**src/rtl/ifetch_axi_bridge.sv**
```systemverilog
// rtl/ifetch_axi_bridge.sv - single-beat AXI read bridge for the instruction fetch stage
//
// Ports:
//   cpu_clk, cpu_rst          clock; synchronous active-high reset
//   inst_req, inst_addr       fetch request and word address from the IF stage
//   flush                     redirect/exception, cancels the fetch in flight
//   inst_rdata, inst_valid    fetched word and its one-cycle delivery strobe
//   inst_err                  qualifies inst_valid: 1 = non-OKAY read response
//   stallreq_rinst            holds the pipeline while a fetch is outstanding
//   arid..arvalid, arready    AXI read address channel (single beat, id 0, INCR, 4 bytes)
//   rid..rvalid, rready       AXI read data channel
//
// Build option IFETCH_BUF_EN: one-entry fetch buffer (tag, data, valid) that answers a
// repeat fetch of the last good address without an AXI transaction.

module ifetch_axi_bridge (
   input  logic        cpu_clk,
   input  logic        cpu_rst,
   input  logic        inst_req,
   input  logic [31:0] inst_addr,
   input  logic        flush,
   output logic [31:0] inst_rdata,
   output logic        inst_valid,
   output logic        inst_err,
   output logic        stallreq_rinst,
   output logic [3:0]  arid,
   output logic [31:0] araddr,
   output logic [7:0]  arlen,
   output logic [2:0]  arsize,
   output logic [1:0]  arburst,
   output logic        arvalid,
   input  logic        arready,
   input  logic [3:0]  rid,
   input  logic [31:0] rdata,
   input  logic [1:0]  rresp,
   input  logic        rlast,
   input  logic        rvalid,
   output logic        rready
);

   typedef enum logic [1:0] {
      IDLE = 2'd0,
      AR   = 2'd1,
      R    = 2'd2,
      DONE = 2'd3
   } state_t;

   state_t      state_q, state_d;
   logic        discard_q, discard_d;
   logic        arvalid_q, arvalid_d;
   logic        rready_q, rready_d;
   logic        inst_valid_q, inst_valid_d;
   logic        inst_err_q, inst_err_d;
   logic [31:0] inst_rdata_q, inst_rdata_d;
   logic [31:0] araddr_q, araddr_d;

   logic        beat_done;
   logic        beat_keep;
   logic        buf_hit;
   logic [31:0] buf_rdata;
   logic        unused_rid;

   assign arid    = 4'd0;
   assign arlen   = 8'd0;
   assign arsize  = 3'b010;
   assign arburst = 2'b01;

   assign araddr     = araddr_q;
   assign arvalid    = arvalid_q;
   assign rready     = rready_q;
   assign inst_rdata = inst_rdata_q;
   assign inst_err   = inst_err_q;

   // A flush arriving in the delivery cycle suppresses the strobe combinationally.
   assign inst_valid = inst_valid_q & ~flush;

   assign stallreq_rinst = ~cpu_rst & ((state_q == AR) | (state_q == R) |
                                       ((state_q == IDLE) & inst_req));

   // Last (only) beat of the read; kept unless flushed earlier or in this same cycle.
   assign beat_done = (state_q == R) & rvalid & rlast;
   assign beat_keep = beat_done & ~discard_q & ~flush;

   // The bridge only ever issues id 0, so the returned id carries no information.
   assign unused_rid = ^rid;

`ifdef IFETCH_BUF_EN
   logic        buf_valid_q, buf_valid_d;
   logic [31:0] buf_tag_q, buf_tag_d;
   logic [31:0] buf_data_q, buf_data_d;

   assign buf_hit   = buf_valid_q & (inst_addr == buf_tag_q);
   assign buf_rdata = buf_data_q;

   always_comb begin
      buf_valid_d = buf_valid_q;
      buf_tag_d   = buf_tag_q;
      buf_data_d  = buf_data_q;
      // Only a delivered OKAY word is worth remembering.
      if (beat_keep && (rresp == 2'b00)) begin
         buf_valid_d = 1'b1;
         buf_tag_d   = araddr_q;
         buf_data_d  = rdata;
      end
   end

   always_ff @(posedge cpu_clk) begin
      if (cpu_rst) begin
         buf_valid_q <= 1'b0;
         buf_tag_q   <= 32'd0;
         buf_data_q  <= 32'd0;
      end else begin
         buf_valid_q <= buf_valid_d;
         buf_tag_q   <= buf_tag_d;
         buf_data_q  <= buf_data_d;
      end
   end
`else
   assign buf_hit   = 1'b0;
   assign buf_rdata = 32'd0;
`endif

   always_comb begin
      state_d      = state_q;
      discard_d    = discard_q;
      arvalid_d    = arvalid_q;
      rready_d     = rready_q;
      inst_valid_d = 1'b0;
      inst_err_d   = inst_err_q;
      inst_rdata_d = inst_rdata_q;
      araddr_d     = araddr_q;

      case (state_q)
         IDLE: begin
            if (inst_req) begin
               if (buf_hit) begin
                  inst_rdata_d = buf_rdata;
                  inst_err_d   = 1'b0;
                  inst_valid_d = 1'b1;
                  state_d      = DONE;
               end else begin
                  araddr_d  = inst_addr;
                  arvalid_d = 1'b1;
                  state_d   = AR;
               end
            end
         end
         AR: begin
            if (flush) begin
               discard_d = 1'b1;
            end
            if (arready) begin
               arvalid_d = 1'b0;
               rready_d  = 1'b1;
               state_d   = R;
            end
         end
         R: begin
            if (flush) begin
               discard_d = 1'b1;
            end
            if (beat_done) begin
               rready_d = 1'b0;
               if (beat_keep) begin
                  inst_rdata_d = rdata;
                  inst_err_d   = (rresp != 2'b00);
                  inst_valid_d = 1'b1;
                  state_d      = DONE;
               end else begin
                  // Transaction has drained on AXI; drop the word silently.
                  discard_d = 1'b0;
                  state_d   = IDLE;
               end
            end
         end
         DONE: begin
            state_d = IDLE;
         end
         default: begin
            state_d = IDLE;
         end
      endcase
   end

   always_ff @(posedge cpu_clk) begin
      if (cpu_rst) begin
         state_q      <= IDLE;
         discard_q    <= 1'b0;
         arvalid_q    <= 1'b0;
         rready_q     <= 1'b0;
         inst_valid_q <= 1'b0;
         inst_err_q   <= 1'b0;
         inst_rdata_q <= 32'd0;
         araddr_q     <= 32'd0;
      end else begin
         state_q      <= state_d;
         discard_q    <= discard_d;
         arvalid_q    <= arvalid_d;
         rready_q     <= rready_d;
         inst_valid_q <= inst_valid_d;
         inst_err_q   <= inst_err_d;
         inst_rdata_q <= inst_rdata_d;
         araddr_q     <= araddr_d;
      end
   end

endmodule

```
**config.mk**
```make
export PLATFORM = sky130hd
export DESIGN_NAME = ifetch_axi_bridge
export DESIGN_NICKNAME = d
export VERILOG_FILES = /design/src/rtl/ifetch_axi_bridge.sv
export SDC_FILE = /design/constraint.sdc
export NUM_CORES = 1
export LEC_CHECK = 0
export CAP_MARGIN = 10
export CORE_MARGIN = 2
export CORE_UTILIZATION = 30
export CTS_BUF_LIST = sky130_fd_sc_hd__clkbuf_8 sky130_fd_sc_hd__clkbuf_16
export CTS_CLUSTER_DIAMETER = 100
export DETAILED_ROUTE_END_ITERATION = 16
export PLACE_DENSITY = 0.66
export SETUP_SLACK_MARGIN = 0.02
export SYNTH_ARGS = -nofsm -noshare
export SYNTH_HDL_FRONTEND = slang
export SYNTH_SLANG_ARGS = --single-unit
```
**constraint.sdc**
```tcl
create_clock -name cpu_clk -period 2.1 [get_ports cpu_clk]
set_input_delay 0.42 -clock cpu_clk [delete_from_list [all_inputs] [get_ports cpu_clk]]
set_output_delay 0.42 -clock cpu_clk [all_outputs]
set_load 0.1 [all_outputs]
```
==> reports/summary.txt <==
fraction of post-synthesis cell area in the top cell type by area: 50.4%
count of cells along the worst register-to-register path: 5
number of remaining DRC errors: 0
cell chosen for the clock root: sky130_fd_sc_hd__clkbuf_8
final hold violation count: 0
maximum buffer depth of the clock tree: 2
remaining global-route overflow: 0
Cells on Worst Hold Path: 2
area delta synth->final: 54.5%
worst-case vdd ir drop: 545 uV
maximum number of pins on one net before global-route repair: 39
remaining number of nets flagged by the antenna check after routing: 0
biggest fanout along the worst timing path: 5
destination of the worst register-to-register timing path: state_q[0]
number of DRC violations after detailed-routing iteration 0: 71
count of boundary I/O pins: 163
vias in the first global route: 2747
post-CTS clock slew at the launch and capture registers of the worst setup and hold paths: 0.09 ns
CP Capture Type: output port
CP Data Arrival Time: 1.51 ns
Die X-Extent: 101 um
master of the slowest instance on the critical path: sky130_fd_sc_hd__dfxtp_1
average wire length per cell after detail routing: 13.4 um
post-layout min period: 1.93 ns
number of nets in the final layout: 562
clock skew after layout: 0.0110 ns
Reg2Reg Launch Point: state_q[0]
number of violations of the max-capacitance limit: 0
Initial Utilization: 30.7%
Comb pwr share: 45.6%
pwr/cell area: 1190 nW/um2
worst skew pair latency: 0.35 ns
Pleak: 0.00174 uW
count of placed standard cells including taps: 581
main area contributors after synthesis: sky130_fd_sc_hd__dfxtp_1 (50%), sky130_fd_sc_hd__a21oi_1 (12%), sky130_fd_sc_hd__nand2_1 (9.0%)
Critical Path, Cell by Cell: clkinv_2 > ha_2 > and2_1 > nor2_2 > nor2_4 > buf_12
sequential-to-total area share from yosys stat: 50.4%
power share of the clock group: 23.8%
global placement routability congestion: 0.747
total die area: 10200 um2
layout cell share with drive strength beyond 1: 22.0%
number of CTS-inserted buffers: 9
maximum clock rate: 519 MHz
Synth area leader: sky130_fd_sc_hd__dfxtp_1
netlist area before placement: 2820 um2
total core area: 9200 um2
path category of the worst min-delay check: in -> reg
first-pass GRT wire length: 12700 um
number of buffers added for setup after CTS: 0
Die Ht: 101 um
unrepaired setup endpoints after global routing: false
area taken by flip-flops and latches: 1420 um2
H-tree lvl count: 3
Internal Pwr Total: 2790 uW
synth warn: 0
final period utilization: 91.8%
multi-input logic area: 1210 um2
Fin Setup TNS: 0 ns
CTS tree: built
initial antenna violation count: 0
kind of start point of the critical path: flop
Switch Pwr: 2410 uW
cell family with the largest share of critical-path delay: flip-flops
port bufs: 141
Min-Delay Endpoint: inst_rdata[1]
largest stage delay on the critical path: 0.35 ns
max-slew violation count: 0
number of distinct standard cells referenced by the synthesized netlist: 30
via/cell ratio: 4.71
HPWL reported at the end of detailed placement: 5660 um
antenna diode count: 0
sinks on the clock net: 71
startpoint-to-endpoint class of the critical path: reg -> out
count of endpoints failing setup in the final report: 0
All-Layer GR Usage: 15.7%
DR vias: 2810
Worst R2R Setup Slack: 0.50 ns
sequential power share: 30.6%
# fillers: 895
logic depth of the worst path, buffers included: 6
TritonRoute pass-1 iters: 4
Data required, critical path: 1.68 ns
count of mapped cells out of synthesis: 349
number of cells in the finished layout apart from fillers: 597
Net Sw Frac: 46.3%
aggregate routed wire length: 7990 um
syn avg cell area: 8.09 um2
number of buffer and inverter stages on the critical path: 2
row cnt: 35
result of the run: finished, final reports clean
worst hold start: cpu_rst
register bit count reported by yosys: 71
## timing repair
| item | 4_1_cts | 5_1_grt |
|---|---|---|
| pin swaps | 0 | 0 |
| resized for setup | 1 | 2 |
| hold buffers | 0 | 0 |
| endpoints found under the setup margin | 1 | 1 |
## cell type report
cell class              count  share of cell area, %
flip-flops and latches     71                   32.6
repair buffers            152                   31.0
clock buffers               9                   2.84
inverters                   3                  0.287
multi-input cells         244                   27.7
well taps                 111                   3.19
clock inverters             7                   2.35
## placed cells by master (no fill, tap or decap), types with 2 or more instances in the layout
master / netlist / layout
sky130_fd_sc_hd__dfxtp_1: 71 / 71
sky130_fd_sc_hd__bufinv_16: 0 / 2
sky130_fd_sc_hd__o21ai_1: 33 / 33
sky130_fd_sc_hd__buf_4: 17 / 77
sky130_fd_sc_hd__nand3_1: 33 / 33
sky130_fd_sc_hd__inv_6: 0 / 3
sky130_fd_sc_hd__nor3_1: 2 / 2
sky130_fd_sc_hd__clkbuf_8: 0 / 9
sky130_fd_sc_hd__clkdlybuf4s50_1: 0 / 71
sky130_fd_sc_hd__buf_12: 0 / 3
sky130_fd_sc_hd__a21oi_1: 68 / 68
sky130_fd_sc_hd__nor2b_1: 3 / 2
sky130_fd_sc_hd__conb_1: 2 / 17
sky130_fd_sc_hd__ha_1: 4 / 3
sky130_fd_sc_hd__nor2_2: 1 / 2
sky130_fd_sc_hd__inv_1: 2 / 2
sky130_fd_sc_hd__nand2_1: 68 / 68
## how the worst max path moves through the flow
stage	startpoint	endpoint	slack (ns)
global route	state_q[1]	stallreq_rinst	0.04
global placement	inst_req	stallreq_rinst	0.19
CTS	state_q[0]	stallreq_rinst	0.07
finish	state_q[0]	stallreq_rinst	0.17
floorplan	state_q[1]	stallreq_rinst	0.13
detailed placement	inst_req	stallreq_rinst	0.21
## synth_stat cells (all sizes together)
cell	count
or3	2
a221oi	1
nand2	68
a211oi	1
o21ai	33
nor2	3
nor3	2
clkinv	1
and2	1
nor2b	3
and3	1
o211ai	1
nor4	1
buf	35
inv	2
a21boi	1
a21oi	68
or2	2
ha	4
nand3	33
a2111oi	1
dfxtp	71
o32ai	1
clkbuf	11
conb	2
## per-stage QoR
stage	cell area (um2)	worst slack, ns	utilization [%]	hold WS, ns	power [uW]
5_1_grt	4360	0.0411	47.4	0.374	5470
3_3_place_gp	4130	0.194	44.9	0.442	3960
4_1_cts	4360	0.0663	47.4	0.359	5260
2_1_floorplan	2890	0.132	-	0.498	3430
6_report	4360	0.172	47.4	0.378	5200
3_5_place_dp	4130	0.213	44.9	0.447	3990
## state kept, by name, indices dropped and copies added, names as in the netlist
signal / cells
araddr: 32
arvalid: 1
discard_q: 1
inst_err: 1
inst_rdata: 32
inst_valid_q: 1
rready: 1
state_q: 2
## power groups by stage
stage	Clock [uW]	Sequential, uW	Combinational [uW]
CTS	1290	1590	2380
finish	1240	1590	2370
floorplan	0	2580	853
detailed placement	0	1620	2370
global route	1340	1610	2520
global placement	0	1610	2350
## per-layer routing
layer | GRT usage, % | wire [um] | vias to the layer above
met5 | 0 | 0 | -
met4 | 5.72 | 125 | 0
met3 | 6.38 | 766 | 9
met2 | 26.2 | 3740 | 121
met1 | 18.1 | 3360 | 1271
li1 | - | - | 1409
## kinds of logic (layout without fill, tap and decap cells)
| kind of cell | after synthesis | count (layout) | share of synthesized area [%] |
|---|---|---|---|
| buffers and inverters | 49 | 171 | 9.40 |
| adder cells (fa/ha/maj) | 4 | 4 | 1.77 |
| AO/OA/AOI/OAI | 107 | 107 | 20.1 |
| flip-flops | 71 | 71 | 50.4 |
| AND/OR/NAND/NOR | 116 | 116 | 18.1 |
| other | 2 | 17 | 0.266 |
## worst register-to-register path, delay by kind of cell (launching register included)
kind	cells	cell delay, ns
AOI/OAI and AO/OA	2	0.41
adders and majority gates	1	0.24
buffers and inverters	1	0.11
DFF	1	0.35
and+or+nand+nor	1	0.41
Power figures use the tool's default switching activity.
